### config.mk
export PLATFORM = sky130hd
export DESIGN_NAME = riscv_data_bridge
export DESIGN_NICKNAME = d
export VERILOG_FILES = /design/src/rtl/riscv_data_bridge.sv
export SDC_FILE = /design/constraint.sdc
export NUM_CORES = 1
export LEC_CHECK = 0
export CAP_MARGIN = 20
export CORE_ASPECT_RATIO = 0.5
export CORE_MARGIN = 2
export CORE_UTILIZATION = 44
export DETAILED_ROUTE_END_ITERATION = 10
export PLACE_DENSITY_LB_ADDON = 0.3
export SYNTH_ARGS = -nofsm -noshare
export SYNTH_HDL_FRONTEND = slang
export SYNTH_SLANG_ARGS = --single-unit
### constraint.sdc
create_clock -name clock -period 2.8 [get_ports clock]
set_input_delay 0.56 -clock clock [delete_from_list [all_inputs] [get_ports clock]]
set_output_delay 0.56 -clock clock [all_outputs]
set_load 0.005 [all_outputs]
### src/rtl/riscv_data_bridge.sv
// riscv_data_bridge: turns load/store stage requests into valid/ready bus
// transactions with byte lanes, read alignment and error/timeout reporting.
module riscv_data_bridge #(
   parameter int unsigned TIMEOUT = 255
) (
   input  logic        clock,
   input  logic        reset,
   input  logic [31:0] core_address,
   input  logic [1:0]  core_width,
   input  logic [31:0] core_wdata,
   input  logic        core_read,
   input  logic        core_write,
   output logic [31:0] core_rdata,
   output logic        core_stall,
   output logic        core_error,
   output logic        bus_valid,
   input  logic        bus_ready,
   output logic        bus_write,
   output logic [31:0] bus_address,
   output logic [3:0]  bus_byte_enable,
   output logic [31:0] bus_wdata,
   input  logic        bus_rvalid,
   input  logic [31:0] bus_rdata
);

   typedef enum logic [1:0] {IDLE, REQ, WAIT_RESP, DONE} state_t;

   state_t      state_q;
   logic        valid_q;
   logic        write_q;
   logic        error_q;
   logic [31:0] addr_q;
   logic [31:0] wdata_q;
   logic [31:0] rdata_q;
   logic [3:0]  be_q;
   logic [1:0]  off_q;
   logic [1:0]  width_q;
   logic [15:0] cnt_q;

   logic        req;
   logic        illegal;
   logic        last;
   logic [3:0]  be_d;
   logic [31:0] wdata_d;
   logic [31:0] rdata_d;

   assign req  = core_read | core_write;
   assign last = (cnt_q == 16'(TIMEOUT - 1));

   always_comb begin
      be_d    = 4'b1111;
      wdata_d = core_wdata;
      illegal = core_read & core_write;
      unique case (core_width)
         2'd0: begin
            be_d    = 4'b0001 << core_address[1:0];
            wdata_d = {4{core_wdata[7:0]}};
         end
         2'd1: begin
            be_d    = core_address[1] ? 4'b1100 : 4'b0011;
            wdata_d = {2{core_wdata[15:0]}};
            illegal = illegal | core_address[0];
         end
         2'd2: illegal = illegal | (|core_address[1:0]);
         default: illegal = 1'b1;
      endcase
   end

   always_comb begin
      unique case (width_q)
         2'd0: rdata_d = (bus_rdata >> {off_q, 3'b000}) & 32'h0000_00FF;
         2'd1: rdata_d = (bus_rdata >> {off_q[1], 4'b0000}) & 32'h0000_FFFF;
         default: rdata_d = bus_rdata;
      endcase
   end

   always_ff @(posedge clock) begin
      if (reset) begin
         state_q <= IDLE;
         valid_q <= 1'b0;
         write_q <= 1'b0;
         error_q <= 1'b0;
         addr_q  <= '0;
         wdata_q <= '0;
         rdata_q <= '0;
         be_q    <= '0;
         off_q   <= '0;
         width_q <= '0;
         cnt_q   <= '0;
      end else begin
         error_q <= 1'b0;
         unique case (state_q)
            IDLE: begin
               if (req && illegal) begin
                  state_q <= DONE;
                  error_q <= 1'b1;
               end else if (req) begin
                  state_q <= REQ;
                  valid_q <= 1'b1;
                  write_q <= core_write;
                  addr_q  <= {core_address[31:2], 2'b00};
                  be_q    <= be_d;
                  wdata_q <= wdata_d;
                  off_q   <= core_address[1:0];
                  width_q <= core_width;
                  cnt_q   <= '0;
               end
            end
            REQ: begin
               cnt_q <= cnt_q + 16'd1;
               if (bus_ready && write_q) begin
                  state_q <= DONE;
                  valid_q <= 1'b0;
               end else if (last) begin
                  // A load accepted on its final cycle still has no data.
                  state_q <= DONE;
                  valid_q <= 1'b0;
                  error_q <= 1'b1;
                  if (!write_q) rdata_q <= '0;
               end else if (bus_ready) begin
                  state_q <= WAIT_RESP;
                  valid_q <= 1'b0;
               end
            end
            WAIT_RESP: begin
               cnt_q <= cnt_q + 16'd1;
               if (bus_rvalid) begin
                  state_q <= DONE;
                  rdata_q <= rdata_d;
               end else if (last) begin
                  state_q <= DONE;
                  error_q <= 1'b1;
                  rdata_q <= '0;
               end
            end
            default: state_q <= IDLE;
         endcase
      end
   end

   assign core_stall = ~reset & ((state_q == IDLE && req) ||
                                 state_q == REQ || state_q == WAIT_RESP);

   assign core_rdata      = rdata_q;
   assign core_error      = error_q;
   assign bus_valid       = valid_q;
   assign bus_write       = write_q;
   assign bus_address     = addr_q;
   assign bus_byte_enable = be_q;
   assign bus_wdata       = wdata_q;

endmodule

# Word-level counts from Yosys, hierarchy flattened
# Index checks and enable logic that the tools add are counted.
totals:
  reg_bits: 123
  latchBits: 0
  mem_bits_rw: 0
  mem_bits_ro: 0
  inputBits: 104
  output_inout_bits: 104
  n_memories: 0
classes:
  n_addsub: 1
  mul: 0
  div: 0
  n_lt_le_gt_ge: 0
  n_eq_ne: 14
  n_shift: 3
  muxes: 33
  n_bitwise: 7
  reduce_logical: 18
ops:
  columns: ["operator", "n"]
  rows:
  - ["case mux 32 bit (2 select lines)", 3]
  - ["two-way mux 32 bit", 5]
  - ["two-way mux 16 bit", 2]
  - ["case mux 16 bit (2 select lines)", 1]
  - ["right shift 32 x 5 -> 16 bit", 1]
  - ["right shift 32 x 5 -> 8 bit", 1]
  - ["adder 16 x 1 -> 16 bit, second input constant", 1]
  - ["equality test 16 x 8 -> 1 bit, second input constant", 1]
  - ["two-way mux 2 bit", 7]
  - ["!= test 2 bit, second input constant", 5]
  - ["two-way mux 1 bit", 9]
  - ["AND reduction 3 bit", 3]
  - ["case mux 4 bit (2 select lines)", 1]
  - ["equality test 2 x 1 -> 1 bit, second input constant", 3]
  - ["zero test 2 bit", 3]
  - ["!= test 3 bit, second input constant", 2]
  - ["case mux 1 bit (3 select lines)", 2]
  - ["case mux 2 bit (3 select lines)", 1]
  - ["nonzero test 2 bit", 3]
  - ["AND reduction 5 bit", 1]
  - ["equality test 2 bit, second input constant", 2]
  - ["two-way mux 4 bit", 1]
  - ["!= test 4 bit, second input constant", 1]
  - ["AND reduction 4 bit", 1]
  - ["other kinds (8)", 16]

# Logic depth before layout (Yosys ltp)
logic_depth:
  word_depth: 6
  depth_mapped: 9
  ltp_nobuf: 7

# Worst setup path after synthesis
# OpenSTA, ideal clock, no wires.
synth_timing:
  path_type: "input-to-reg"
  from: "input core_width[0]"
  to: "register cnt_q[7]"
  setup_time_ns: 0.070
  t_arrival_ns: 2.361
  required_time_ns: 2.730
  path_slack_ns: 0.369
  stages: 7
  path_buffers: 0
  cell_sequence: "inv_1 > ha_1 > o211a_1 > a2111oi_4 > nor2_2 > or3_1 > a21oi_1"
synth_between:
  elab_chain_cells: 5
synth_rtl:
  columns: ["element", "line", "text"]
  rows:
  - ["start, declared", "9", "input logic [1:0] core_width,"]
  - ["equality test 2 bit (tied with other cells)", "54", "unique case (core_width)"]
  - ["case mux 1 bit (3 select lines) (*)", "54", null]
  - ["logical AND 1 bit (*)", "94", "if (req && illegal) begin"]
  - ["!= test 2 bit (no line) (*)", null, null]
  - ["AND reduction 3 bit (no line) (*)", null, null]
  - ["end signal, assigned", "110", "cnt_q <= cnt_q + 16'd1;"]
  - ["end signal, assigned", "126", "cnt_q <= cnt_q + 16'd1;"]
  - ["end, declared", "38", "logic [15:0] cnt_q;"]
# Mark *: on every way between the ends. The rest lies on a longest branch, timed or not.
# A chain may end at the register's enable or synchronous reset.

# Final worst setup path
layout_timing:
  from: "register state_q[0]"
  to: "output core_stall"
layout_between:
  elab_chain_cells: 5
layout_rtl:
  columns: ["element", "line", "text"]
  rows:
  - ["start, declared", "28", "state_t state_q;"]
  - ["start signal, assigned", "79", "state_q <= IDLE;"]
  - ["start signal, assigned", "95", "state_q <= DONE;"]
  - ["start signal, assigned", "98", "state_q <= REQ;"]
  - ["zero test 2 bit", "141", "assign core_stall = ~reset & ((state_q == IDLE && req) ||"]
  - ["logical AND 1 bit", "141", null]
  - ["logical OR 1 bit", "141", null]
  - ["logical OR 1 bit (*)", "142", "state_q == REQ || state_q == WAIT_RESP);"]
  - ["AND 1 bit (*)", "141", null]
  - ["end, declared", "14", "output logic core_stall,"]
# Marked as above.

==> metrics list <==
- Run status: complete, no violations
- Placer congestion estimate: 0.8359
- Once the clock tree was built, the setup fixing pass inserted 0 buffers.
- At the placement stage, the worst setup path has a slack of -0.1456 ns.
* Detailed-routing iteration count for the pre-antenna-repair pass: 5
* Combinational Power Share: 30.7%
* Cell depth of the worst hold path: 2
* Timing startpoint of the critical path: state_q[0]$_SDFFE_PP0P_
- For this run, the slowest stage of the critical path takes a little over 0.5 ns.
* Summed negative setup slack over all endpoints: 0 ns
- Clock-pin slew was measured on the worst setup and hold paths at 0.06 ns.
- End of the worst register-to-register path: core_rdata[27]$_SDFFE_PP0P_
- After detailed routing, the number of remaining DRC violations is 0.
- Along the worst path, the maximum fanout reaches 8.
- Cell area after technology mapping: 0.005369 sq mm
- The tree is rooted in a sky130_fd_sc_hd__clkbuf_16.
* Cell accounting for the most synthesized area: sky130_fd_sc_hd__dfxtp_1
* Worst hold endpoint: bus_address[5]$_SDFFE_PP0P_
* Flop and latch count out of synthesis: 123
- Overflow left after global routing: 0
- Clock tree synthesis found a total of about 120 sinks.
- The initial antenna violation count came to 0.
* Reported max-cap violation count: 0
- Top achievable clock speed: around 380 MHz
- Cells taking the most area after synthesis: sky130_fd_sc_hd__dfxtp_1 46%, sky130_fd_sc_hd__nand2_1 7.3%, sky130_fd_sc_hd__a21oi_1 5.7%
* Hold_sp: bus_address[5]$_SDFFE_PP0P_
* Ratio of final minimum period to clock period: between 90% and 100%
* Power share of the sequential group: 33.2%
- Full die area: 0.01316 sq mm
* R2R depth: 5
- Arrival time at the worst endpoint: slightly above 2 ns
- Most frequent standard cell in the layout excluding fill and tap cells: sky130_fd_sc_hd__clkdlybuf4s50_1
- In the final layout, the share of cells above drive strength 1 is 8.488%.
- Number of instances resized during post-cts repair: 0
- Prevailing post-synth register cell: sky130_fd_sc_hd__dfxtp_1
- Clock tree buffer depth: 2
- Type of destination of the critical path: output port
- Clock Latency Late Sink: 0.41 ns
* Post-route worst setup slack: roughly 0.18 ns
- The number of antenna diodes in the final layout is 0.
* DR vias/cell: 5.397
- Inserted Clock Buffers: 17
* Switching share of total power: 30.77%
* Worst-case hold slack: between 0.4 and 0.5 ns
- Startpoint of the worst register-to-register path: cnt_q[2]$_SDFFE_PP0P_
* Fin crit period: 2.617 ns
- Proportion of register bits with asynchronous set or reset after synthesis: 0%
* Standard cell core area: 0.01184 sq mm
* Die width: 160.2 um
* Site Rows: 28
* Post-route insts no fill: 1025
* Boundary Pins: 208
- Crit path launch type: register
* Net total in the final layout: 961
- Leading cell types in the layout, fill and taps excluded: 204 x sky130_fd_sc_hd__clkdlybuf4s50_1, 123 x sky130_fd_sc_hd__dfxtp_1, 104 x sky130_fd_sc_hd__nand2_1
* Share of Yosys cell area claimed by the top area cell type: a little under half
* Area growth from synthesis to final layout: 54.60%
- Together, buffers and inverters on the worst path number 2.
- Post-route clock skew: ~0.01 ns
- Setup violations remaining at the end of the flow were counted as 0.
- Post-synthesis instance total: 639
- Maximum number of pins on one net before global-route repair: 47
- Routed Antenna Nets: 0
- In this run the static leakage power is 3.033 nW.
- Starting Density: between 40% and 50%
- Number of hold-repair buffers added at the cts stage: 0
* Power share of the clock group: 36.2%
* Count of flip-flops with a built-in enable after synthesis: 0
- Worst-case register-to-register setup slack: around 0.53 ns
- Unrepaired setup endpoints after global routing: no
* Cell with the largest stage delay on the worst path: sky130_fd_sc_hd__clkdlybuf4s50_1
- For this design the ratio of total power to cell area is 774.2 mW/mm^2.
* Worst Path Required: 2.24 ns
- For this run, the total global-route usage over all layers was measured as 24.56%.
- First-pass GRT wire length: between 20000 and 30000 um
- Number of global-route vias before repair: 5291
- The Yosys step of the flow raised 0 warnings.
- The routed layout has 5532 vias.
* Stages on worst setup path: 5
- Sw Pwr: 1.977 mW
* Synth Area per Inst: 8.402 sq um
- The internal portion of the total power is 4.449 mW.
- The HPWL after detailed placement is approximately 12000 um.
- TritonCTS clock tree: built
- Port buffering added 205 buffers.
- Avg WL per Cell: 16.14 um
* Total number of H-tree levels: 4
* Worst Tran Pin Value: 0.8754 ns
* Total power draw: around 6.4 mW
- The signal on the critical path passes through inv_1, ha_1, o21ai_1, a21oi_1, clkdlybuf4s50_1.
* Normalized max-slew margin: 41.19%
- Hold Crit Class: reg -> reg
- DR iter-0 viols: ~480
* Placed Cells: 993
- Summed over all layers, the routed wires come to 16540 um.
* Final-report hold violation count: 0
* Die Ht: between 80 and 90 um
- The share of the Yosys chip area taken by registers is 45.86%.
- Worst-case vdd ir drop: 0.4764 mV
* Max Transition Viols Final: 0
- Critical Setup Path Class: reg -> out
* Library cells used by synthesis: 53
* Largest delay contributor family on the critical path: buffers and inverters
-- Yosys cell counts, types with 9 or more instances --
library cell	instances
sky130_fd_sc_hd__a22o_1	25
sky130_fd_sc_hd__o21ai_0	23
sky130_fd_sc_hd__o221ai_1	9
sky130_fd_sc_hd__nor2b_1	11
sky130_fd_sc_hd__nand2_1	104
sky130_fd_sc_hd__nor2_1	61
sky130_fd_sc_hd__nor3_1	21
sky130_fd_sc_hd__clkbuf_1	27
sky130_fd_sc_hd__inv_1	20
sky130_fd_sc_hd__dfxtp_1	123
sky130_fd_sc_hd__buf_2	11
sky130_fd_sc_hd__nand3_1	13
sky130_fd_sc_hd__ha_1	10
sky130_fd_sc_hd__a21oi_1	61
sky130_fd_sc_hd__a211oi_1	29
-- sequential cells by signal, summed over array words and instances (netlist names), 2 cells and up --
register         cells
bus_byte_enable      4
core_rdata          32
bus_wdata           32
state_q              2
bus_address         30
width_q              2
off_q                2
cnt_q               16
-- stage by stage --
stage	area [sq um]	util [%]
CTS	8298	70.08
finish	8300	70.10
floorplan	5373	-
global placement	7674	64.80
global route	8300	70.10
detailed placement	7674	64.80
-- worst min-delay path, stage by stage, from the launching register on --
cell                      delay [ns]
sky130_fd_sc_hd__dfxtp_1        0.31
sky130_fd_sc_hd__nand2_1        0.05
sky130_fd_sc_hd__a21oi_1        0.05
-- routing by layer --
layer	vias to the layer above	share of wire (%)	global-route usage (%)	wire [um]
met1	2590	44	31.01	7327
met4	0	2.4	10.09	405
met2	213	47	41.34	7705
met3	37	6.7	5.994	1102
met5	-	0	0	0
li1	2692	-	-	-
-- kinds of logic (layout without fill, tap and decap cells) --
kind of cell | after synthesis | after routing | synth area share (%)
AOI/OAI and AO/OA | 194 | 194 | 25.43
xor gates and xnor gates | 12 | 12 | 1.958
adders and majority gates | 10 | 10 | 2.330
buffers and inverters | 68 | 288 | 5.570
DFF | 123 | 123 | 45.86
muxes | 1 | 1 | 0.1864
other | 1 | 2 | 0.06985
and+or+nand+nor | 230 | 230 | 18.60
-- power by group through the flow --
| stage | Combinational [mW] | Clock, mW | Sequential (mW) |
|---|---|---|---|
| after floorplan | 0.990 | 0 | 2.16 |
| final | 1.97 | 2.33 | 2.13 |
| after detailed placement | 1.94 | 0 | 2.16 |
| after global placement | 1.90 | 0 | 2.16 |
| after global routing | 2.16 | 2.44 | 2.16 |
| after CTS | 1.96 | 2.34 | 2.13 |
-- how the worst max path moves through the flow --
stage,endpoint,slack (ns)
6_report,core_stall,0.18
5_1_grt,core_stall,0.01
4_1_cts,core_stall,0.12
3_5_place_dp,bus_wdata[3]$_SDFFE_PP0P_,-0.15
3_3_place_gp,cnt_q[12]$_SDFFE_PP0P_,-0.08
2_1_floorplan,cnt_q[7]$_SDFFE_PP0P_,0.37
-- cell type report --
| type | instances | area [sq um] |
|---|---|---|
| inverters | 20 | 75.07 |
| multi-input cells | 449 | 2615 |
| clock buffers | 18 | 429.2 |
| clock inverters | 14 | 195.2 |
| fillers | 957 | 3541 |
| well taps | 165 | 206.4 |
| repair buffers | 236 | 2317 |
| flip-flops and latches | 123 | 2462 |
(Power assumes the default switching activity.)
